### src/rtl/renas_ahb2apb_bridge.sv
// AHB-lite responder driving one APB3 requester; each accepted AHB transfer becomes one SETUP/ACCESS pair.
// Optional ACCESS watchdog enabled by defining RENAS_APB_TIMEOUT_EN (TIMEOUT_CYCLES applies only then).
module renas_ahb2apb_bridge #(
    parameter int ADDR_WIDTH     = 32,
    parameter int DATA_WIDTH     = 32,
    parameter int APB_ADDR_WIDTH = 16,
    parameter int TIMEOUT_CYCLES = 255
) (
    input  logic                      clk,
    input  logic                      rst,
    input  logic                      hsel,
    input  logic [ADDR_WIDTH-1:0]     haddr,
    input  logic [1:0]                htrans,
    input  logic                      hwrite,
    input  logic [2:0]                hsize,
    input  logic [DATA_WIDTH-1:0]     hwdata,
    input  logic                      hready,
    output logic                      hreadyout,
    output logic                      hresp,
    output logic [DATA_WIDTH-1:0]     hrdata,
    output logic [APB_ADDR_WIDTH-1:0] paddr,
    output logic                      psel,
    output logic                      penable,
    output logic                      pwrite,
    output logic [DATA_WIDTH-1:0]     pwdata,
    output logic [DATA_WIDTH/8-1:0]   pstrb,
    input  logic [DATA_WIDTH-1:0]     prdata,
    input  logic                      pready,
    input  logic                      pslverr
);
    localparam int STRB_W = DATA_WIDTH / 8;

    // state_q is the FSM debug view; probe it hierarchically.
    typedef enum logic [2:0] {S_IDLE, S_WDATA, S_SETUP, S_ACCESS, S_ERR1, S_ERR2} state_e;
    state_e state_q, state_d;

    logic                      hreadyout_q, hreadyout_d;
    logic                      hresp_q, hresp_d;
    logic [DATA_WIDTH-1:0]     hrdata_q, hrdata_d;
    logic [APB_ADDR_WIDTH-1:0] paddr_q, paddr_d;
    logic                      psel_q, psel_d;
    logic                      penable_q, penable_d;
    logic                      pwrite_q, pwrite_d;
    logic [DATA_WIDTH-1:0]     pwdata_q, pwdata_d;
    logic [STRB_W-1:0]         pstrb_q, pstrb_d;

    logic              accept, size_err, timeout;
    logic [STRB_W-1:0] strb;
    logic              unused_bits;

`ifdef RENAS_APB_TIMEOUT_EN
    localparam int TO_W = ($clog2(TIMEOUT_CYCLES + 1) < 8) ? 8 : $clog2(TIMEOUT_CYCLES + 1);
    logic [TO_W-1:0] to_cnt_q, to_cnt_d;
`else
    localparam int unused_timeout = TIMEOUT_CYCLES;
`endif

    assign unused_bits = ^{haddr[ADDR_WIDTH-1:APB_ADDR_WIDTH], htrans[0]};

    // Handshakes: an AHB address phase is taken only in IDLE when hsel & hready & htrans[1];
    // an APB access completes on the first ACCESS cycle with pready=1, pslverr qualifying it.
    always_comb begin
        accept   = hsel && hready && htrans[1];
        size_err = (hsize > 3'd2) || ((hsize == 3'd1) && haddr[0]) ||
                   ((hsize == 3'd2) && (haddr[1:0] != 2'b00));
        case (hsize[1:0])
            2'd0:    strb = STRB_W'(1) << haddr[1:0];
            2'd1:    strb = STRB_W'(3) << haddr[1:0];
            default: strb = '1;
        endcase
    end

`ifdef RENAS_APB_TIMEOUT_EN
    always_comb begin
        to_cnt_d = to_cnt_q;
        timeout  = 1'b0;
        if (state_q == S_SETUP) begin
            to_cnt_d = '0;
        end else if (state_q == S_ACCESS && !pready) begin
            to_cnt_d = to_cnt_q + 1'b1;
            timeout  = (to_cnt_q == TO_W'(TIMEOUT_CYCLES - 1));
        end
    end
`else
    assign timeout = 1'b0;
`endif

    always_comb begin
        state_d     = state_q;
        hreadyout_d = hreadyout_q;
        hresp_d     = hresp_q;
        hrdata_d    = hrdata_q;
        paddr_d     = paddr_q;
        psel_d      = psel_q;
        penable_d   = penable_q;
        pwrite_d    = pwrite_q;
        pwdata_d    = pwdata_q;
        pstrb_d     = pstrb_q;
        case (state_q)
            S_IDLE: begin
                hreadyout_d = 1'b1;
                hresp_d     = 1'b0;
                psel_d      = 1'b0;
                penable_d   = 1'b0;
                if (accept) begin
                    hreadyout_d = 1'b0;
                    if (size_err) begin
                        state_d = S_ERR1;
                        hresp_d = 1'b1;
                    end else begin
                        paddr_d  = haddr[APB_ADDR_WIDTH-1:0];
                        pwrite_d = hwrite;
                        pstrb_d  = hwrite ? strb : '0;
                        if (hwrite) begin
                            state_d = S_WDATA;
                        end else begin
                            state_d = S_SETUP;
                            psel_d  = 1'b1;
                        end
                    end
                end
            end
            S_WDATA: begin
                pwdata_d = hwdata;
                psel_d   = 1'b1;
                state_d  = S_SETUP;
            end
            S_SETUP: begin
                penable_d = 1'b1;
                state_d   = S_ACCESS;
            end
            S_ACCESS: begin
                if (pready) begin
                    psel_d    = 1'b0;
                    penable_d = 1'b0;
                    if (pslverr) begin
                        state_d = S_ERR1;
                        hresp_d = 1'b1;
                    end else begin
                        state_d     = S_IDLE;
                        hreadyout_d = 1'b1;
                        if (!pwrite_q) hrdata_d = prdata;
                    end
                end else if (timeout) begin
                    psel_d    = 1'b0;
                    penable_d = 1'b0;
                    state_d   = S_ERR1;
                    hresp_d   = 1'b1;
                end
            end
            S_ERR1: begin
                hreadyout_d = 1'b1;
                state_d     = S_ERR2;
            end
            // Any address phase seen here is dropped; the master cancels it after ERROR.
            S_ERR2: begin
                hresp_d = 1'b0;
                state_d = S_IDLE;
            end
            default: state_d = S_IDLE;
        endcase
    end

    always_ff @(posedge clk) begin
        if (rst) begin
            state_q     <= S_IDLE;
            hreadyout_q <= 1'b1;
            hresp_q     <= 1'b0;
            hrdata_q    <= '0;
            paddr_q     <= '0;
            psel_q      <= 1'b0;
            penable_q   <= 1'b0;
            pwrite_q    <= 1'b0;
            pwdata_q    <= '0;
            pstrb_q     <= '0;
`ifdef RENAS_APB_TIMEOUT_EN
            to_cnt_q    <= '0;
`endif
        end else begin
            state_q     <= state_d;
            hreadyout_q <= hreadyout_d;
            hresp_q     <= hresp_d;
            hrdata_q    <= hrdata_d;
            paddr_q     <= paddr_d;
            psel_q      <= psel_d;
            penable_q   <= penable_d;
            pwrite_q    <= pwrite_d;
            pwdata_q    <= pwdata_d;
            pstrb_q     <= pstrb_d;
`ifdef RENAS_APB_TIMEOUT_EN
            to_cnt_q    <= to_cnt_d;
`endif
        end
    end

    assign hreadyout = hreadyout_q;
    assign hresp     = hresp_q;
    assign hrdata    = hrdata_q;
    assign paddr     = paddr_q;
    assign psel      = psel_q;
    assign penable   = penable_q;
    assign pwrite    = pwrite_q;
    assign pwdata    = pwdata_q;
    assign pstrb     = pstrb_q;

endmodule

### config.mk
export PLATFORM = sky130hd
export DESIGN_NAME = renas_ahb2apb_bridge
export DESIGN_NICKNAME = d
export VERILOG_FILES = /design/src/rtl/renas_ahb2apb_bridge.sv
export SDC_FILE = /design/constraint.sdc
export NUM_CORES = 1
export LEC_CHECK = 0
export BUFFER_PORTS_ARGS = -buffer_cell sky130_fd_sc_hd__buf_2
export CORE_MARGIN = 2
export CORE_UTILIZATION = 47
export CTS_CLUSTER_SIZE = 24
export DETAILED_ROUTE_END_ITERATION = 8
export PLACE_DENSITY = 0.84
export SYNTH_ARGS = -nofsm -noshare
export SYNTH_HDL_FRONTEND = slang
export SYNTH_SLANG_ARGS = --single-unit
### constraint.sdc
create_clock -name clk -period 3.4 [get_ports clk]
set_input_delay 0.34 -clock clk [delete_from_list [all_inputs] [get_ports clk]]
set_output_delay 0.34 -clock clk [all_outputs]
set_load 0.1 [all_outputs]
; Word level (Yosys, flattened, before mapping)
; Index checks and enable logic that the tools add are counted.
[totals]
regBits = 92
inputBits = 108
output_inout_bits = 89
word_cells = 71
[op_classes]
n_lt_le_gt_ge = 1
n_eq_ne = 12
n_shift = 2
muxes = 23
bitwise_logic = 3
n_reduce_logical = 20
[ops]
columns = op, n
row1 = one-hot mux 3 bit (5 select lines), 1
row2 = two-way mux 3 bit, 4
row3 = one-hot mux 1 bit (3 select lines), 4
row4 = nonzero test 3 bit, 4
row5 = two-way mux 1 bit, 11
row6 = equality test 3 x 2 -> 1 bit (second input constant), 3
row7 = AND reduction 3 bit, 3
row8 = != test 2 bit (second input constant), 4
row9 = one-hot mux 4 bit (2 select lines), 1
row10 = equality test 3 x 1 -> 1 bit (second input constant), 2
row11 = equality test 3 bit (second input constant), 2
row12 = AND reduction 2 bit, 3
row13 = logical AND 1 bit, 4
row14 = two-way mux 4 bit, 1
row15 = AND reduction 4 bit, 1
row16 = left shift 1 x 2 -> 4 bit (first input constant), 1
row17 = left shift 2 x 2 -> 4 bit (first input constant), 1
row18 = greater-than comparator 3 x 2 -> 1 bit (second input constant), 1
row19 = logical NOT 3 bit, 1
row20 = NOT 1 bit, 3
row21 = equality test 2 x 1 -> 1 bit (second input constant), 1
row22 = logical NOT 2 bit, 1
row23 = logical OR 1 bit, 2
row24 = two-way mux 2 bit, 1
row25 = nonzero test 2 bit, 1

; Longest topological paths before layout
; Gate-level depths: netlist of run 1.
[depth]
word_depth = 7
depth_mapped = 7
mapped_depth_nobuf = 4

; Worst setup path before layout of run 1
; OpenSTA, ideal clock, no wires.
[synth_path]
path_type = reg-to-reg
from = reg pwrite_q (netlist: pwrite)
to = reg hrdata_q[0] (netlist: hrdata[0])
setup_ns = 0.070
arrival_ns = 1.660
t_required_ns = 3.330
path_slack_ns = 1.670
path_stages_with_launch = 6
n_path_buf = 2
synth_period_minus_slack_ns = 1.730
path_cell_list = dfxtp_1 -> or3_1 -> buf_2 -> buf_6 -> nand2_1 -> a21oi_1
[synth_between]
elab_chain_cells = 2
[synth_rtl]
columns = element, line_no
row1 = start: declaration, 43  ; logic pwrite_q, pwrite_d;
row2 = start signal: assignment, 187  ; pwrite_q <= pwrite_d;
row3 = NOT 1 bit (no line), -
row4 = AND reduction 4 bit (no line), -
row5 = end signal: assignment, 183  ; hrdata_q <= hrdata_d;
row6 = end: declaration, 39  ; logic [DATA_WIDTH-1:0] hrdata_q, hrdata_d;
; Every way passes these cells.
; A chain may end at the register's enable or synchronous reset.

; Worst setup path in the final report of run 1
[layout_path]
from = reg state_q[0]
to = reg hrdata_q[28] (netlist: hrdata[28])
[layout_between]
elab_chain_cells = 2
[layout_rtl]
columns = element, line_no
row1 = start: declaration, 35  ; state_e state_q, state_d;
row2 = start signal: assignment, 180  ; state_q <= state_d;
row3 = equality test 3 x 2 -> 1 bit, 99  ; case (state_q)
row4 = AND reduction 4 bit (no line), -
; Every way passes these cells.

==> flow_summary.yaml, run 1 <==
status:
  status: "complete, no violations"
clocking:
  cts_setup_buffers: 0
  cts_sinks: 92
  cts_buffers: 9
  cts_tree: "built"
  root_buffer: "clkbuf_8"
  ctsResizeCount: 0
  cts.path.max_buffers: 2
  holdBufCountCts: 0
  clk_pin_slew_ns: 0.09
  htreeDepth: 3
  clk_latency_ns: 0.34
yosys:
  syn_avg_cell_area_um2: 7.95
  yosysSeqAreaShare: 0.519
  yosys_warnings: 0
  synth_nets: 554
  synth_cells: 446
  synth_xor_area_frac: 0.00247
  synth_seq_cells: 92
  synth_compound_area_frac: 0.191
  muxShareOfSynthArea: 0.00564
  synth_top_family_by_area: "simple AND/OR/NAND/NOR gates"
  synth_area_um2: 3550
  synthAdderAreaFrac: 0
  synth.distinct_cells: 34
  synthSimpleGateAreaFrac: 0.225
worst_setup_path:
  worstPathRequired_ns: 3.66
  ff2ff_path_depth: 4
  slowest_delay_ns: 0.85
  cp.depth: 4
  worstPathArrival_ns: 2.34
  r2r-end: "hrdata[28]"
  cpLargestDelayFamily: "simple AND/OR/NAND/NOR gates"
  reg2reg_slack_ns: 1.32
  crit_fanout: 32
  crit_chain: "nand4b_4, nor3_4, nand2_1, a21oi_1"
  crit_slowest_cell: "nor3_4"
  r2r_start: "state_q[0]"
  critPathKind: "register to register"
  path_buf_inv: 0
  critPathCaptureType: "register"
  startpoint_type: "register"
worst_hold_path:
  worstHoldStart: "prdata[4]"
  hp-class: "input port to register"
  hold_depth: 3
  whs_endpoint: "hrdata[4]"
pwr:
  peakVddDrop_uv: 229
  powerDensity_nw_per_um2: 504
  power.leakage_uw: 0.00206
drt:
  drc: 0
  routedWlPerCell_um: 12.8
  drt_iter0_markers: 136
  ant_nets: 0
  drt_pass1_iterations: 7
  totalWireLength_um: 9060
  vias: 3531
  vias_per_cell: 5.00
grt:
  use_met3: 0.0467
  track_usage: 0.212
  grt_pass1_vias: 3279
  grt_pass1_wl_um: 14400
  use_met1: 0.226
  grt-busiest-layer: "met2"
  gr-total-overflow: 0
  antenna_found_initial: 0
  grt_start_max_net_pins: 53
  grt_use_met2: 0.397
die:
  num_io_pins: 197
  dieArea_um2: 8260
  start_util: 0.486
  die_x_um: 90.9
  die_h_um: 90.9
  row_count: 31
  coreArea_um2: 7290
cells_and_area:
  final_cell_mix: "buf_2 (179), nand2_1 (131), dfxtp_1 (92)"
  layout_commonest_cell: "buf_2"
  nNetsFinal: 710
  n_antenna_cell: 0
  drive_gt1_frac: 0.328
  syn2layout_area_growth_pct: 28.9
  final_util: 0.627
  nFillCells: 651
sta:
  skew_ns: 0.00861
  fin_setup_tns_ns: 0
  grt_setup_unrepaired: "no"
  tightestPinTransition_ns: 1.23
  setup_violations: 0
  finalHoldViolations: 0
  finalCritPeriodShare: 0.611
  fmax_mhz: 481
  finalCriticalPeriod_ns: 2.08
  slew_viol_final: 0
  slew-limit-headroom: 0.176
  worst_hold_slack_ns: 0.223
  worst_slack_ns: 1.32
place:
  dp_slack_ns: 1.26
  hpwl_um: 6440
  port-buffer-count: 179
  globalplace.congestion: 0.773
run:
  drv_cap: 0
[layout make-up]
| cell class | instances | area (um^2) | share of cell area |
|---|---|---|---|
| multi-input combinational | 315 | 1510 | 0.330 |
| inverter | 3 | 11.3 | 0.00246 |
| clock buffer | 11 | 131 | 0.0287 |
| clock inverter | 5 | 28.8 | 0.00630 |
| timing repair buffer | 181 | 923 | 0.202 |
| tap | 99 | 124 | 0.0271 |
| sequential | 92 | 1840 | 0.403 |
[stage by stage]
step	power [uW]	std cells	instance area (um^2)
3_3_place_gp	1700	690	4410
6_report	2300	706	4570
4_1_cts	2330	706	4570
2_1_floorplan	1590	446	3550
5_1_grt	2410	706	4570
3_5_place_dp	1710	690	4410
[cell usage after synthesis (all sizes together)]
library cell	number	area share
a221oi	1	0.0025
buf	18	0.035
o31a	1	0.0025
a41oi	1	0.0025
xnor2	1	0.0025
o21ai	32	0.045
nand3b	1	0.0021
o21ba	1	0.0028
a21o	1	0.0021
a22oi	1	0.0021
clkbuf	18	0.019
or3	1	0.0018
and2	2	0.0035
mux2i	2	0.0056
o22ai	1	0.0018
o21a	2	0.0042
nor4	1	0.0018
a21oi	84	0.12
nand4b	1	0.0067
nand2	131	0.14
nor2b	6	0.011
dfxtp	92	0.52
a21boi	2	0.0042
a211o	1	0.0025
inv	3	0.0032
nand2b	5	0.0088
and4b	1	0.0028
nand3	18	0.025
nor3	6	0.011
nor2	11	0.012
[cell families (layout without fill, tap and decap cells)]
kind of cell | Yosys count | count (layout)
muxes | 2 | 2
AOI/OAI and AO/OA | 128 | 128
xor gates and xnor gates | 1 | 1
buffers and inverters | 39 | 200
and+or+nand+nor | 184 | 184
DFF | 92 | 92
[sequential cells by signal, summed over array words and instances (netlist names)]
signal,count
penable,1
pwrite,1
state_q,3
hresp,1
hrdata,32
psel,1
paddr,16
hreadyout,1
pstrb,4
pwdata,32
[metal layers]
metal | up-vias | wire [um]
li1 | 1792 | -
met1 | 1589 | 3700
met2 | 135 | 4590
met3 | 15 | 585
met4 | 0 | 184
met5 | - | 0
[power by group]
group / internal (uW) / total (uW) / leakage (uW) / switching [uW]
Sequential: 1120 / 1150 / 0.000743 / 32.4
Combinational: 115 / 533 / 0.00123 / 418
Clock: 263 / 619 / 0.0000868 / 356
Total: 1500 / 2300 / 0.00206 / 806
[worst max path at each step]
stage,from,end,slack [ns]
after global routing,state_q[0],hrdata[15],1.11
after CTS,state_q[2],hrdata[20],1.35
final,state_q[0],hrdata[28],1.32
after global placement,haddr[0],psel,1.27
after detailed placement,haddr[0],psel,1.26
after floorplan,pwrite,hrdata[0],1.67
[worst min-delay path, stage by stage]
cell,delay (ns)
buf_2,0.09
nand2_1,0.04
a21oi_1,0.05
Note: power is estimated with default switching activity, not from simulation.
==> inputs of run 2 (changes only) <==
CORE_UTILIZATION = 40   (was 47)
PLACE_DENSITY = 0.76   (was 0.84)
clock period = 1.71 ns   (was 3.4 ns; I/O delays follow)
==> run 2 against run 1 <==
  * Sequential cell count unchanged
  * Non-clock buffer count is 12 higher
  * Critical path depth grew 1
  * Hold slack got worse by 0.18 ns
  * Setup slack worse by 1.1 ns
  * Global-route usage decreased by 2.7 points
  * Sequential share of layout area shrank 1.2 points
  * Combinational power grew 110%
  * Cell count grew 3.0%
  * Clock power is 110% higher
  * First-iteration DRC count fell by 38%
  * Count of clock-buffer cells in the layout fell by 1
==> flow_summary.yaml, run 2 (same netlist as run 1, synthesis figures left out) <==
drt:
  drt_pass1_iterations: 5
  vias: 3594
  totalWireLength_um: 9090
  ant_nets: 0
  vias_per_cell: 4.94
  drt_iter0_markers: 84
  drc: 0
  routedWlPerCell_um: 12.5
die:
  row_count: 34
  start_util: 0.409
  dieArea_um2: 9640
  coreArea_um2: 8680
  num_io_pins: 197
  die_x_um: 98.2
  die_h_um: 98.2
worst_setup_path:
  worstPathArrival_ns: 1.70
  worstPathRequired_ns: 1.93
  startpoint_type: "register"
  critPathKind: "register to register"
  crit_fanout: 32
  reg2reg_slack_ns: 0.22
  critPathCaptureType: "register"
clocking:
  cts_sinks: 92
  clk_pin_slew_ns: 0.10
  cts_tree: "built"
  root_buffer: "clkbuf_8"
  cts_setup_buffers: 0
  cts_buffers: 9
  cts.path.max_buffers: 2
  htreeDepth: 3
  clk_latency_ns: 0.35
sta:
  finalHoldViolations: 0
  slew_viol_final: 0
  fmax_mhz: 673
  slew-limit-headroom: 0.664
  fin_setup_tns_ns: 0
  tightestPinTransition_ns: 0.508
  grt_setup_unrepaired: "no"
  finalCriticalPeriod_ns: 1.49
  finalCritPeriodShare: 0.869
  setup_violations: 0
  skew_ns: 0.0177
cells_and_area:
  nNetsFinal: 722
  finalNonFillerCells: 727
  final_util: 0.543
  drive_gt1_frac: 0.346
  n_antenna_cell: 0
  layout_commonest_cell: "buf_2"
  final_cell_mix: "buf_2 (179), nand2_1 (131), dfxtp_1 (91)"
  syn2layout_area_growth_pct: 32.9
place:
  hpwl_um: 6740
  port-buffer-count: 179
  dp_cells: 711
  globalplace.congestion: 0.829
grt:
  grt_pass1_vias: 3413
  gr-total-overflow: 0
  antenna_found_initial: 0
  grt_use_met2: 0.340
  use_met3: 0.0551
  track_usage: 0.184
  grt_start_max_net_pins: 45
  use_met1: 0.202
  grt-busiest-layer: "met2"
  grt_pass1_wl_um: 14800
pwr:
  peakVddDrop_uv: 564
  power.leakage_uw: 0.00212
  p_total_uw: 4710
  powerDensity_nw_per_um2: 999
worst_hold_path:
  hp-class: "input port to register"
run:
  drv_cap: 0
status:
  status: "complete, no violations"
run 2: cell count changes in the layout (fill, tap and decap cells not counted), moves of 2 or more:
cell and delta:
clkinv_2 -3, inv_6 +3, buf_12 +2, buf_4 +10
run 2: area by class of cell:
cell class,instances,area [um^2]
Fill cell,852,3960
Sequential cell,92,1840
Multi-Input combinational cell,315,1510
Timing Repair Buffer,193,1040
Tap cell,108,135
Clock buffer,10,128
Clock inverter,6,47.5
Inverter,3,11.3
run 2: worst max-delay path: stages (launching register included):
cell      delay (ns)
dfxtp_1         0.39
nand4b_4        0.23
or3_1           0.32
buf_4           0.24
nand2_1         0.10
a21oi_1         0.07
run 2: final timing paths:
| kind | end | start | depth (start not counted) |
|---|---|---|---|
| setup reg to reg | hrdata[26] | state_q[2] | 5 |
| hold reg to reg | hrdata[24] | hrdata[24] | 2 |
| hold / removal | hrdata[5] | prdata[5] | 3 |
| setup / recovery | hrdata[26] | state_q[2] | 5 |
run 2: report_power, final:
group	leakage (uW)	switching [uW]	internal [uW]
Sequential	0.000744	46.2	2220
Clock	0.0000877	771	545
Combinational	0.00129	858	264
run 2: what timing repair did:
item / CTS / global route
setup endpoints to repair: 0 / 12
hold buffers: 0 / 0
gates resized for setup: 0 / 1
run 2: layer usage:
layer | vias up | share of wire
li1 | 1822 | -
met1 | 1635 | 0.40
met2 | 124 | 0.51
met3 | 13 | 0.070
met4 | 0 | 0.016
met5 | - | 0
run 2: stage by stage:
stage	hold WS [ns]	setup WS, ns	instance area (um^2)
floorplan	0.307	0.160	3550
global placement	0.411	0.205	4540
detailed placement	0.417	0.182	4540
CTS	0.0231	0.166	4710
global route	0.0236	0.0941	4720
finish	0.0451	0.225	4720
==> inputs of run 3 (changes only) <==
PLACE_DENSITY = 0.85   (was 0.76)
==> run 3 against run 2 <==
  * Setup slack got worse by 0.024 ns
  * Total power increased by 1.5%
  * Clock power increased by 5%
  * Routed wire length increased by 1.8%
  * Global-route usage decreased by 0.067 points
  * Final area increased by 0.24%
  * Non-clock buffer count decreased by 1
  * Count of clock-buffer cells in the layout increased by 1
  * Via count increased by 1.3%
  * Utilization increased by 0.13 points
  * First-iteration DRC count increased by 71%
  * Sequential cell count unchanged
  * Critical path type unchanged
  * Critical endpoint is now hrdata[25]
==> flow_summary.yaml, run 3 (same netlist as run 1, synthesis figures left out) <==
worst_setup_path:
  critPathKind: "register to register"
  crit_fanout: 32
  critPathCaptureType: "register"
  startpoint_type: "register"
  worstPathArrival_ns: 1.73
  worstPathRequired_ns: 1.93
die:
  row_count: 34
  coreArea_um2: 8680
  die_x_um: 98.2
  num_io_pins: 197
  start_util: 0.409
  die_h_um: 98.2
  dieArea_um2: 9640
pwr:
  p_sw_uw: 1670
  clkPwrFrac: 0.290
  p_seq_frac: 0.476
  peakVddDrop_uv: 407
  powerDensity_nw_per_um2: 1010
  combPwrFrac: 0.234
  p_total_uw: 4780
  p_int_uw: 3110
  sw_frac_of_total: 0.349
  power.leakage_uw: 0.00213
sta:
  grt_setup_unrepaired: "no"
  finalHoldViolations: 0
  fin_setup_tns_ns: 0
  tightestPinTransition_ns: 0.660
  setup_violations: 0
  finalCritPeriodShare: 0.883
  slew-limit-headroom: 0.557
  skew_ns: 0.00953
  slew_viol_final: 0
  finalCriticalPeriod_ns: 1.51
  worst_hold_slack_ns: 0.0480
  fmax_mhz: 662
clocking:
  clk_pin_slew_ns: 0.09
  root_buffer: "clkbuf_8"
  cts_buffers: 9
  clk_latency_ns: 0.34
  cts.path.max_buffers: 2
  cts_sinks: 92
  cts_tree: "built"
  ctsResizeCount: 0
  cts_setup_buffers: 0
  htreeDepth: 3
  holdBufCountCts: 0
cells_and_area:
  layout_commonest_cell: "buf_2"
  drive_gt1_frac: 0.346
  n_antenna_cell: 0
  syn2layout_area_growth_pct: 33.3
  nFillCells: 839
  finalNonFillerCells: 726
  final_cell_mix: "buf_2 (179), nand2_1 (131), dfxtp_1 (91)"
  nNetsFinal: 721
drt:
  routedWlPerCell_um: 12.8
  totalWireLength_um: 9260
  drc: 0
  drt_pass1_iterations: 4
  vias: 3639
  ant_nets: 0
  drt_iter0_markers: 144
  vias_per_cell: 5.01
grt:
  grt_start_max_net_pins: 55
  gr-total-overflow: 0
  grt_pass1_wl_um: 14900
  grt_pass1_vias: 3560
  grt_use_met2: 0.340
  grt-busiest-layer: "met2"
  use_met1: 0.191
  track_usage: 0.184
  antenna_found_initial: 0
  use_met3: 0.0601
worst_hold_path:
  hp-class: "input port to register"
place:
  port-buffer-count: 179
  dp_cells: 710
  globalplace.congestion: 0.832
  hpwl_um: 6790
status:
  status: "complete, no violations"
run:
  drv_cap: 0
-- run 3: cell types whose count changed in the layout (fill, tap and decap cells not counted) --
cell and delta:
inv_6 -1, clkbuf_8 +2, clkinv_4 +1, clkinv_2 -1, clkbuf_1 -1, buf_4 -1
-- run 3: power groups by stage --
stage / Sequential [uW] / Clock [uW] / Combinational [uW]
after floorplan: 2860 / 0 / 311
after global placement: 2320 / 0 / 1100
after detailed placement: 2320 / 0 / 1120
after CTS: 2270 / 1440 / 1120
after global routing: 2280 / 1520 / 1190
final: 2270 / 1390 / 1120
-- run 3: layout make-up --
class	instances	area, um^2	share of cell area
sequential	92	1840	0.390
inverter	3	11.3	0.00238
tap	108	135	0.0286
timing repair buffer	192	1030	0.218
multi-input combinational	315	1510	0.320
clock inverter	5	42.5	0.00900
clock buffer	11	151	0.0320
-- run 3: through the flow --
stage | util | cell area, um^2 | worst slack, ns
2_1_floorplan | - | 3550 | 0.160
6_report | 0.545 | 4730 | 0.200
5_1_grt | 0.545 | 4730 | 0.0646
4_1_cts | 0.544 | 4720 | 0.0938
3_3_place_gp | 0.522 | 4530 | 0.164
3_5_place_dp | 0.522 | 4530 | 0.108
-- run 3: routing by layer --
layer / wire length, um / vias to the layer above / part of all wire
li1: - / 1813 / -
met1: 3690 / 1652 / 0.40
met2: 4710 / 146 / 0.51
met3: 624 / 28 / 0.067
met4: 236 / 0 / 0.025
met5: 0 / - / 0
-- run 3: critical path, cell delays in order (launching register included) --
cell	delay, ns
dfxtp_1	0.47
nand4b_4	0.16
or3_1	0.32
buf_4	0.24
nand2_1	0.10
a21oi_1	0.07
-- run 3: final timing paths --
path | from | end | depth (start not counted) | slack (ns)
hold / removal | prdata[2] | hrdata[2] | 3 | 0.05
setup reg to reg | state_q[1] | hrdata[25] | 5 | 0.20
setup / recovery | state_q[1] | hrdata[25] | 5 | 0.20
hold reg to reg | hrdata[20] | hrdata[20] | 2 | 0.45
